===== config.mk =====
export PLATFORM = sky130hd
export DESIGN_NAME = gpu_pixel_fifo_flat
export DESIGN_NICKNAME = d
export VERILOG_FILES = /design/src/rtl/gpu_pkg.sv /design/src/rtl/gpu_pixel_fifo_if.sv /design/src/rtl/gpu_palette_map.sv /design/src/rtl/gpu_pixel_fifo.sv /design/src/flat_wrapper.sv
export SDC_FILE = /design/constraint.sdc
export NUM_CORES = 1
export LEC_CHECK = 0
export CORE_UTILIZATION = 54
export DETAILED_ROUTE_END_ITERATION = 6
export GPL_TIMING_DRIVEN = 0
export PLACE_DENSITY = 0.87
export SYNTH_ARGS = -nofsm -noshare
export SYNTH_HDL_FRONTEND = slang
export SYNTH_SLANG_ARGS = --single-unit

===== constraint.sdc =====
create_clock -name iClock -period 2.7 [get_ports iClock]
set_input_delay 0.54 -clock iClock [delete_from_list [all_inputs] [get_ports iClock]]
set_output_delay 0.54 -clock iClock [all_outputs]
set_load 0.1 [all_outputs]

===== src/rtl/gpu_pkg.sv =====
// Shared GPU definitions: mode-controller states, line geometry and pixel FIFO states.
package gpu_pkg;

  typedef enum logic [2:0] {
    HORIZONTAL_BLANK   = 3'd0,
    VERTICAL_BLANK     = 3'd1,
    SCANLINE_OAM_READ  = 3'd2,
    SCANLINE_VRAM_READ = 3'd3,
    GPU_RESET          = 3'd4
  } gpu_state_e;

  localparam int unsigned LINE_PIXELS = 160;

  typedef enum logic [1:0] {
    IDLE    = 2'd0,
    DISCARD = 2'd1,
    RUN     = 2'd2,
    DONE    = 2'd3
  } fifo_state_e;

endpackage


===== src/rtl/gpu_pixel_fifo_if.sv =====
// Fetcher-side tile transfer, LCD-side pixel stream and line control of the pixel FIFO.
interface gpu_pixel_fifo_if;
  logic       iLineStart;
  logic [2:0] iScxFine;
  logic [7:0] iBgp;
  logic       iTileValid;
  logic [7:0] iTileHigh;
  logic [7:0] iTileLow;
  logic       oTileReady;
  logic       oPixelValid;
  logic [1:0] oPixel;
  logic       iPixelReady;
  logic [7:0] oPixelCount;
  logic       oLineDone;

  modport slave (
    input  iLineStart, iScxFine, iBgp, iTileValid, iTileHigh, iTileLow, iPixelReady,
    output oTileReady, oPixelValid, oPixel, oPixelCount, oLineDone
  );

  modport master (
    output iLineStart, iScxFine, iBgp, iTileValid, iTileHigh, iTileLow, iPixelReady,
    input  oTileReady, oPixelValid, oPixel, oPixelCount, oLineDone
  );
endinterface


===== src/rtl/gpu_palette_map.sv =====
// Maps a 2-bit colour index through an 8-bit DMG palette register to a 2-bit shade.
module gpu_palette_map (
  input  logic [1:0] idx_i,
  input  logic [7:0] palette_i,
  output logic [1:0] shade_o
);
  always_comb begin
    unique case (idx_i)
      2'd0: shade_o = palette_i[1:0];
      2'd1: shade_o = palette_i[3:2];
      2'd2: shade_o = palette_i[5:4];
      2'd3: shade_o = palette_i[7:6];
    endcase
  end
endmodule


===== src/rtl/gpu_pixel_fifo.sv =====
// Background pixel FIFO: buffers tile rows as 2-bit indices, drops SCX fine-scroll pixels,
// and streams BGP-mapped shades to the LCD, flagging the end of each 160-pixel line.
module gpu_pixel_fifo
  import gpu_pkg::*;
#(
  parameter int unsigned DEPTH       = 16,
  parameter int unsigned LINE_PIXELS = gpu_pkg::LINE_PIXELS
) (
  input logic             iClock,
  input logic             iReset,
  gpu_pixel_fifo_if.slave bus
);
  localparam int unsigned PtrW = $clog2(DEPTH);
  localparam int unsigned CntW = PtrW + 1;

  fifo_state_e     state_q, state_d;
  logic [PtrW-1:0] wr_q, wr_d, rd_q, rd_d;
  logic [CntW-1:0] count_q, count_d;
  logic [2:0]      discard_q, discard_d;
  logic [7:0]      pix_cnt_q, pix_cnt_d;
  logic [1:0]      mem_q [DEPTH];
  logic [1:0]      mem_d [DEPTH];

  logic       tile_ready, push, pop, pixel_valid;
  logic [1:0] head_idx, shade;

  assign head_idx = mem_q[rd_q];

  gpu_palette_map u_bgp_map (
    .idx_i     (head_idx),
    .palette_i (bus.iBgp),
    .shade_o   (shade)
  );

  always_comb begin
    // Ready is forced low while reset is held so every output reads zero.
    tile_ready  = iReset && !bus.iLineStart && (state_q != DONE) &&
                  (count_q <= CntW'(DEPTH - 8));
    push        = bus.iTileValid && tile_ready;
    pixel_valid = (state_q == RUN) && (count_q != '0);
    pop         = 1'b0;
    state_d     = state_q;
    discard_d   = discard_q;
    pix_cnt_d   = pix_cnt_q;

    case (state_q)
      IDLE: ;
      DISCARD: begin
        if (discard_q == 3'd0) begin
          state_d = RUN;
        end else if (count_q != '0) begin
          pop       = 1'b1;
          discard_d = discard_q - 3'd1;
        end
      end
      RUN: begin
        if (pixel_valid && bus.iPixelReady) begin
          pop       = 1'b1;
          pix_cnt_d = pix_cnt_q + 8'd1;
          if (pix_cnt_q == 8'(LINE_PIXELS - 1)) state_d = DONE;
        end
      end
      DONE:    state_d = IDLE;
      default: state_d = IDLE;
    endcase

    wr_d    = push ? wr_q + PtrW'(8) : wr_q;
    rd_d    = pop ? rd_q + PtrW'(1) : rd_q;
    count_d = count_q + (push ? CntW'(8) : CntW'(0)) - (pop ? CntW'(1) : CntW'(0));

    mem_d = mem_q;
    if (push) begin
      for (int k = 0; k < 8; k++) begin
        mem_d[wr_q + PtrW'(k)] = {bus.iTileHigh[7-k], bus.iTileLow[7-k]};
      end
    end

    // A new line overrides everything, including a pop or push decided above.
    if (bus.iLineStart) begin
      state_d   = DISCARD;
      discard_d = bus.iScxFine;
      pix_cnt_d = '0;
      wr_d      = '0;
      rd_d      = '0;
      count_d   = '0;
    end
  end

  always_ff @(posedge iClock or negedge iReset) begin
    if (!iReset) begin
      state_q   <= IDLE;
      wr_q      <= '0;
      rd_q      <= '0;
      count_q   <= '0;
      discard_q <= '0;
      pix_cnt_q <= '0;
      for (int i = 0; i < DEPTH; i++) mem_q[i] <= '0;
    end else begin
      state_q   <= state_d;
      wr_q      <= wr_d;
      rd_q      <= rd_d;
      count_q   <= count_d;
      discard_q <= discard_d;
      pix_cnt_q <= pix_cnt_d;
      mem_q     <= mem_d;
    end
  end

  assign bus.oTileReady  = tile_ready;
  assign bus.oPixelValid = pixel_valid;
  assign bus.oPixel      = pixel_valid ? shade : 2'b00;
  assign bus.oPixelCount = pix_cnt_q;
  assign bus.oLineDone   = (state_q == DONE);
endmodule


===== src/flat_wrapper.sv =====
// flat-port wrapper written by rule: the top's interface ports become plain ports
module gpu_pixel_fifo_flat import gpu_pkg::*;
#(
  parameter int unsigned DEPTH       = 16,
  parameter int unsigned LINE_PIXELS = gpu_pkg::LINE_PIXELS
)
  (iClock, iReset, bus_iLineStart, bus_iScxFine, bus_iBgp, bus_iTileValid, bus_iTileHigh, bus_iTileLow, bus_iPixelReady, bus_oTileReady, bus_oPixelValid, bus_oPixel, bus_oPixelCount, bus_oLineDone);
  gpu_pixel_fifo_if bus_i ();
  input logic iClock;
  input logic iReset;
  input wire logic [$bits(bus_i.iLineStart)-1:0] bus_iLineStart;
  input wire logic [$bits(bus_i.iScxFine)-1:0] bus_iScxFine;
  input wire logic [$bits(bus_i.iBgp)-1:0] bus_iBgp;
  input wire logic [$bits(bus_i.iTileValid)-1:0] bus_iTileValid;
  input wire logic [$bits(bus_i.iTileHigh)-1:0] bus_iTileHigh;
  input wire logic [$bits(bus_i.iTileLow)-1:0] bus_iTileLow;
  input wire logic [$bits(bus_i.iPixelReady)-1:0] bus_iPixelReady;
  output wire logic [$bits(bus_i.oTileReady)-1:0] bus_oTileReady;
  output wire logic [$bits(bus_i.oPixelValid)-1:0] bus_oPixelValid;
  output wire logic [$bits(bus_i.oPixel)-1:0] bus_oPixel;
  output wire logic [$bits(bus_i.oPixelCount)-1:0] bus_oPixelCount;
  output wire logic [$bits(bus_i.oLineDone)-1:0] bus_oLineDone;
  assign bus_i.iLineStart = bus_iLineStart;
  assign bus_i.iScxFine = bus_iScxFine;
  assign bus_i.iBgp = bus_iBgp;
  assign bus_i.iTileValid = bus_iTileValid;
  assign bus_i.iTileHigh = bus_iTileHigh;
  assign bus_i.iTileLow = bus_iTileLow;
  assign bus_i.iPixelReady = bus_iPixelReady;
  assign bus_oTileReady = bus_i.oTileReady;
  assign bus_oPixelValid = bus_i.oPixelValid;
  assign bus_oPixel = bus_i.oPixel;
  assign bus_oPixelCount = bus_i.oPixelCount;
  assign bus_oLineDone = bus_i.oLineDone;
  gpu_pixel_fifo #(.DEPTH(DEPTH), .LINE_PIXELS(LINE_PIXELS)) u_core (.iClock(iClock), .iReset(iReset), .bus(bus_i));
endmodule

Yosys cells after proc, flatten, opt, wreduce, memory -nomap -nowiden
Cells that the tools add are included.

Flip-flop bits (word level): 58. Output and inout bits: 13. Logic and storage cells: 154.

$add $sub $neg: 13. Magnitude comparators: 18. Eq/ne operators: 12. Mux-type cells: 52. Bitwise logic cells: 9. Reduce and logical (&&, ||, !) cells: 28.

Operator list (count): $bwmux 32 (8); $demux 2 s4 (8); $ge 5x5->1 const B (9); $not 4->5 (9); $lt 5x1->1 const B (8); $mux 2 (15); $mux 8 (3); $mux 4 (5); $add 4x3->4 const B (4); $logic_and 1x1->1 (14); $mux 3 (4); $reduce_bool 2->1 (6); $add 4x1->4 const B (2); $add 4x2->4 const B (2); $add 8x1->8 const B (1); $bmux 2 s4 (1); $eq 2x2->1 const B (4); $eq 8x8->1 const B (1); $pmux 2 s4 (1); $ne 3x3->1 const B (2); $pmux 2 s3 (1); $add 5x5->5 (1); $le 5x4->1 const B (1); $mux 5 (1); other kinds (16) (21).

Longest topological paths before layout
Depth in word-level cells: 13. Gate-level depth with buffers: 12.

Cells and area by module
From an unflattened synthesis, not the netlist that was laid out.

Cell total of the unflattened synthesis: 239. Area total of the unflattened synthesis: 2942.8 um^2.

Modules (own cells, without submodules): gpu_pixel_fifo (times used 1, cells each 237, area an instance 2890.3 um^2, seq. area each 1376.3 um^2); gpu_palette_map (times used 1, cells each 2, area an instance 52.6 um^2, seq. area each 0.0 um^2).

Worst setup path after synthesis
OpenSTA, ideal clock, no wires.

Path kind: flip-flop to output port. Start point: register u_core.rd_q[0]. End point: output port bus_oPixel[1]. Arrival: 3.381 ns. Data required time: 2.160 ns. Slack: -1.221 ns. Cell stages (with the launch flop): 6. Cell sequence: dfrtp_1 -> clkbuf_1 -> mux4_2 -> mux4_2 -> nand2b_1 -> o22ai_1.

Cells in the longest elaborated chain, start to end: 7. Elaborated cells between the ends (all ways): 10. Those cells by class: eq/ne (3); mux (5); bitwise (1); reduce/logical (1).

Ends and longest elaborated chain: start: declaration (line gpu_pixel_fifo.sv:17) `logic [PtrW-1:0] wr_q, wr_d, rd_q, rd_d;`; start signal: assignment (line gpu_pixel_fifo.sv:101) `rd_q <= rd_d;`; $not 4->5 (not written as such) * (line gpu_pixel_fifo.sv:27) `assign head_idx = mem_q[rd_q];`; $bmux 2 s4 * (line gpu_pixel_fifo.sv:27); $mux 2 (not written as such) * (2 in a row) (line gpu_pixel_fifo.sv:27); $eq 2x2->1, or another cell as far along (line gpu_palette_map.sv:8) `unique case (idx_i)`; $pmux 2 s4 * (line gpu_palette_map.sv:8); $mux 2 * (line gpu_pixel_fifo.sv:111) `assign bus.oPixel = pixel_valid ? shade : 2'b00;`; end: declaration (line flat_wrapper.sv:20) `output wire logic [$bits(bus_i.oPixel)-1:0] bus_oPixel;`.

Mark *: on every way between the ends. The rest lies on a longest branch, timed or not. The select of a mux whose other input is x is not followed.

Worst setup path in the final report
Start point: register u_core.rd_q[0]. End point: output port bus_oPixel[0].

The elaborated chain is that of the path after synthesis.

==> results.md <==
* Setup TNS at -0.5104 ns
* Final Instance Area at 3847 um^2
* Initial Util at 57.21%
* Hold WC Path Type: input pin to asynchronous set/reset pin
* IO buf count at 43
* Crit share post-route at 110.6%
* GR Overflow Total at 0
* CP Capture Type: output pin
* Area contributors post-synth: dfrtp_1, mux2_2, mux4_2
* Sequential share of the synthesized area at 45.93%
* Gate Count Post-Synth at 252
* Post-layout util at about 73%
* Syn Nets at ~300
* Unique masters post-synth at 43
* Final WL at 6.199 mm
* Hpwl dp at 4.533 mm
* Max_cap viols at 0
* Slowest stage delay, CP at 0.51 ns
* Routed WL per cell at roughly 16 um
* Clock root buffer: clkbuf_8
* CP most frequent cell: mux4_2
* Die H at between 70 and 80 um
* Setup Crit Path Kind: flip-flop to output pin
* Ratio of cells with drive above 1 in the final layout at 28.34%
* H-tree depth at 2
* Worst slew pin tran at 0.9924 ns
* Mapped Avg Cell Area at 11.89 um^2
* RR Startpoint: u_core.count_q[2]
* CP cell instances: buf_8 > mux4_2 > mux4_2 > nand2b_4 > o22ai_4 > buf_12
* Initial DRC count at 143
* Pwr/cell area at between 800 and 900 nW/um^2
* Largest net degree at the start of global routing at 31
* Num CTS Buffers at 5
* Register area at 1378 um^2
* Die Wd at 76.50 um
* Total power at 3436 uW
* Placed inst area at 3625 um^2
* Worst path slowest cell: mux4_2
* Final hold vios at 0
* Reg clk slew, reported paths at 0.10 ns
* RSZ-0062 raised after global routing: yes
* Bufs on Longest Clock Path at 2
* Cell Rows at 26
* Area leader, netlist: dfrtp_1
* Crit path required time at roughly 2.2 ns
* First-pass GRT wire length at 10.25 mm
* Synth Area in Compound Gates at roughly 5.3%
* Crit path arrival time at 2.45 ns
* First-pass DRT Iterations at 4
* Crit path launch type: flip-flop
* Area of the mapped netlist at 2997 um^2
* Simple-gate area share of the yosys netlist at around an eighth
* Leak at 0.001675 uW
* ANT cells at 0
* Fill count at roughly 340
* Peak VDD IR at 0.5966 mV
* Most common cell after layout, fill and taps aside: dfrtp_1
* Largest family of logic cells by synthesized area: multiplexers
* Yosys reg bits at 55
* Num ports at between 40 and 50
* Vias at between 2000 and 2500
* Total Routing Usage GR at 22.16%
* Vias in the first global route at 2236
* Clock Skew at 0.009212 ns
* Max Fclk at 0.3350 GHz
* Area of the die at 5851 um^2
* Synth top area share at 45.93%
* TritonCTS clock tree: yes
* Nets at 351
* Core box area at 5238 um^2
* Antenna-violating nets left at 0
* Yosys warns at 0
* Num Clock Sinks at 55
* Worst slew margin at about 34%
* Finish-stage setup viols at 2
* Fin Hold WS at 0.1307 ns
* Adder-cell share of the synthesized area at 5.678%
* RePlAce Congestion at 0.7537
* Crit-path max FO at 5
* Critical Path Source: u_core.rd_q[0]
* Crit path time final at 2.985 ns
* Violated checks: setup timing
* Setup WS post-layout at -0.2855 ns
* Most frequent cells in the layout: dfrtp_1, clkdlybuf4s50_1, mux2_2
* Area of the multi-input gates at 1619 um^2
* Reg2reg path depth at 10
* Synthesis-to-layout area growth at 28.39%
* Mux contribution to synthesized area at 22.13%
* Xor and xnor area share after synthesis at 3.800%
* Status: finished with violations
* Max-slew violation count at 0
* Vias per std cell at ~5.7
* Skew-Pair Late Insertion Delay at 0.31 ns
* CTS hold repair buffers at 0
* Initial antenna violation count at 0
* DRC Markers at 0
[sequential cells by signal, summed over array words and instances (netlist names)]
| register | count |
|---|---|
| u_core.bus.oPixelCount | 8 |
| u_core.count_q | 5 |
| u_core.discard_q | 3 |
| u_core.mem_q | 32 |
| u_core.rd_q | 4 |
| u_core.state_q | 2 |
| u_core.wr_q | 1 |
[cell type report]
class,instances,share of cell area [%]
inverter,13,1.268
clock inverter,2,1.561
multi-input combinational,173,42.08
clock buffer,6,1.886
timing repair buffer,48,12.81
sequential,55,35.80
tap,70,2.276
buffer,10,2.309
[what timing repair did]
action / 4_1_cts / 5_1_grt
setup buffers: 3 / 1
setup endpoints to repair: 4 / 5
resized for setup: 35 / 7
cloned: 0 / 0
pin swaps: 2 / 2
[report_power, final]
part | switching (uW) | internal [uW]
Combinational | 748 | 794
Sequential | 172 | 1090
Clock | 263 | 371
[critical path: cells and delay by family (launching register included)]
kind,cells,cell delay [ns]
multiplexers,2,1.02
AO/OA/AOI/OAI,1,0.18
flip-flops,1,0.41
AND/OR/NAND/NOR,1,0.19
buffers and inverters,2,0.34
[cells by family after synthesis]
kind of cell	count (synthesis)
muxes	50
AOI/OAI and AO/OA	24
xor gates and xnor gates	13
adders and majority gates	13
buffers and inverters	24
DFF	55
and+or+nand+nor	73
[through the flow]
| stage | worst slack (ns) | std cells |
|---|---|---|
| floorplan | -0.3091 | 252 |
| global placement | -2.661 | 365 |
| detailed placement | -0.9132 | 366 |
| CTS | -0.2793 | 376 |
| global route | -0.3512 | 377 |
| finish | -0.2855 | 377 |
[worst paths after layout]
kind                            slack (ns)           endpoint
worst min-delay path                  0.13     u_core.rd_q[0]
worst max-delay path                 -0.29      bus_oPixel[0]
worst max register to register        0.24  u_core.count_q[3]
max in group asynchronous             2.10   u_core.mem_q[25]
min in group iClock                   0.44  u_core.count_q[1]
worst min register to register        0.51    u_core.mem_q[4]
[layer usage]
layer	track usage (%)	vias up	part of all wire, %
met2	38.02	55	52
met1	27.68	1069	43
met3	3.713	13	3.5
li1	-	1003	-
met5	0	-	0
met4	9.231	0	1.9
[Yosys cell counts (all sizes together)]
| cell | count |
|---|---|
| and3b | 4 |
| ha | 12 |
| o22ai | 6 |
| xor2 | 4 |
| or4b | 1 |
| a21o | 2 |
| a22oi | 1 |
| nor2 | 18 |
| or3 | 3 |
| o211ai | 1 |
| o21bai | 1 |
| nand3 | 5 |
| or2 | 3 |
| inv | 13 |
| dfrtp | 55 |
| nor3 | 8 |
| a21oi | 5 |
| clkbuf | 5 |
| mux4 | 7 |
| mux2i | 10 |
| nand4 | 2 |
| o21ai | 6 |
| o41ai | 1 |
| fa | 1 |
| mux2 | 33 |
| buf | 6 |
| and3 | 4 |
| xnor2 | 9 |
| nand2b | 6 |
| nor4b | 1 |
| o2111ai | 1 |
| nor2b | 1 |
| and2 | 1 |
| nand2 | 13 |
| nor4 | 3 |
(Power assumes the default switching activity.)
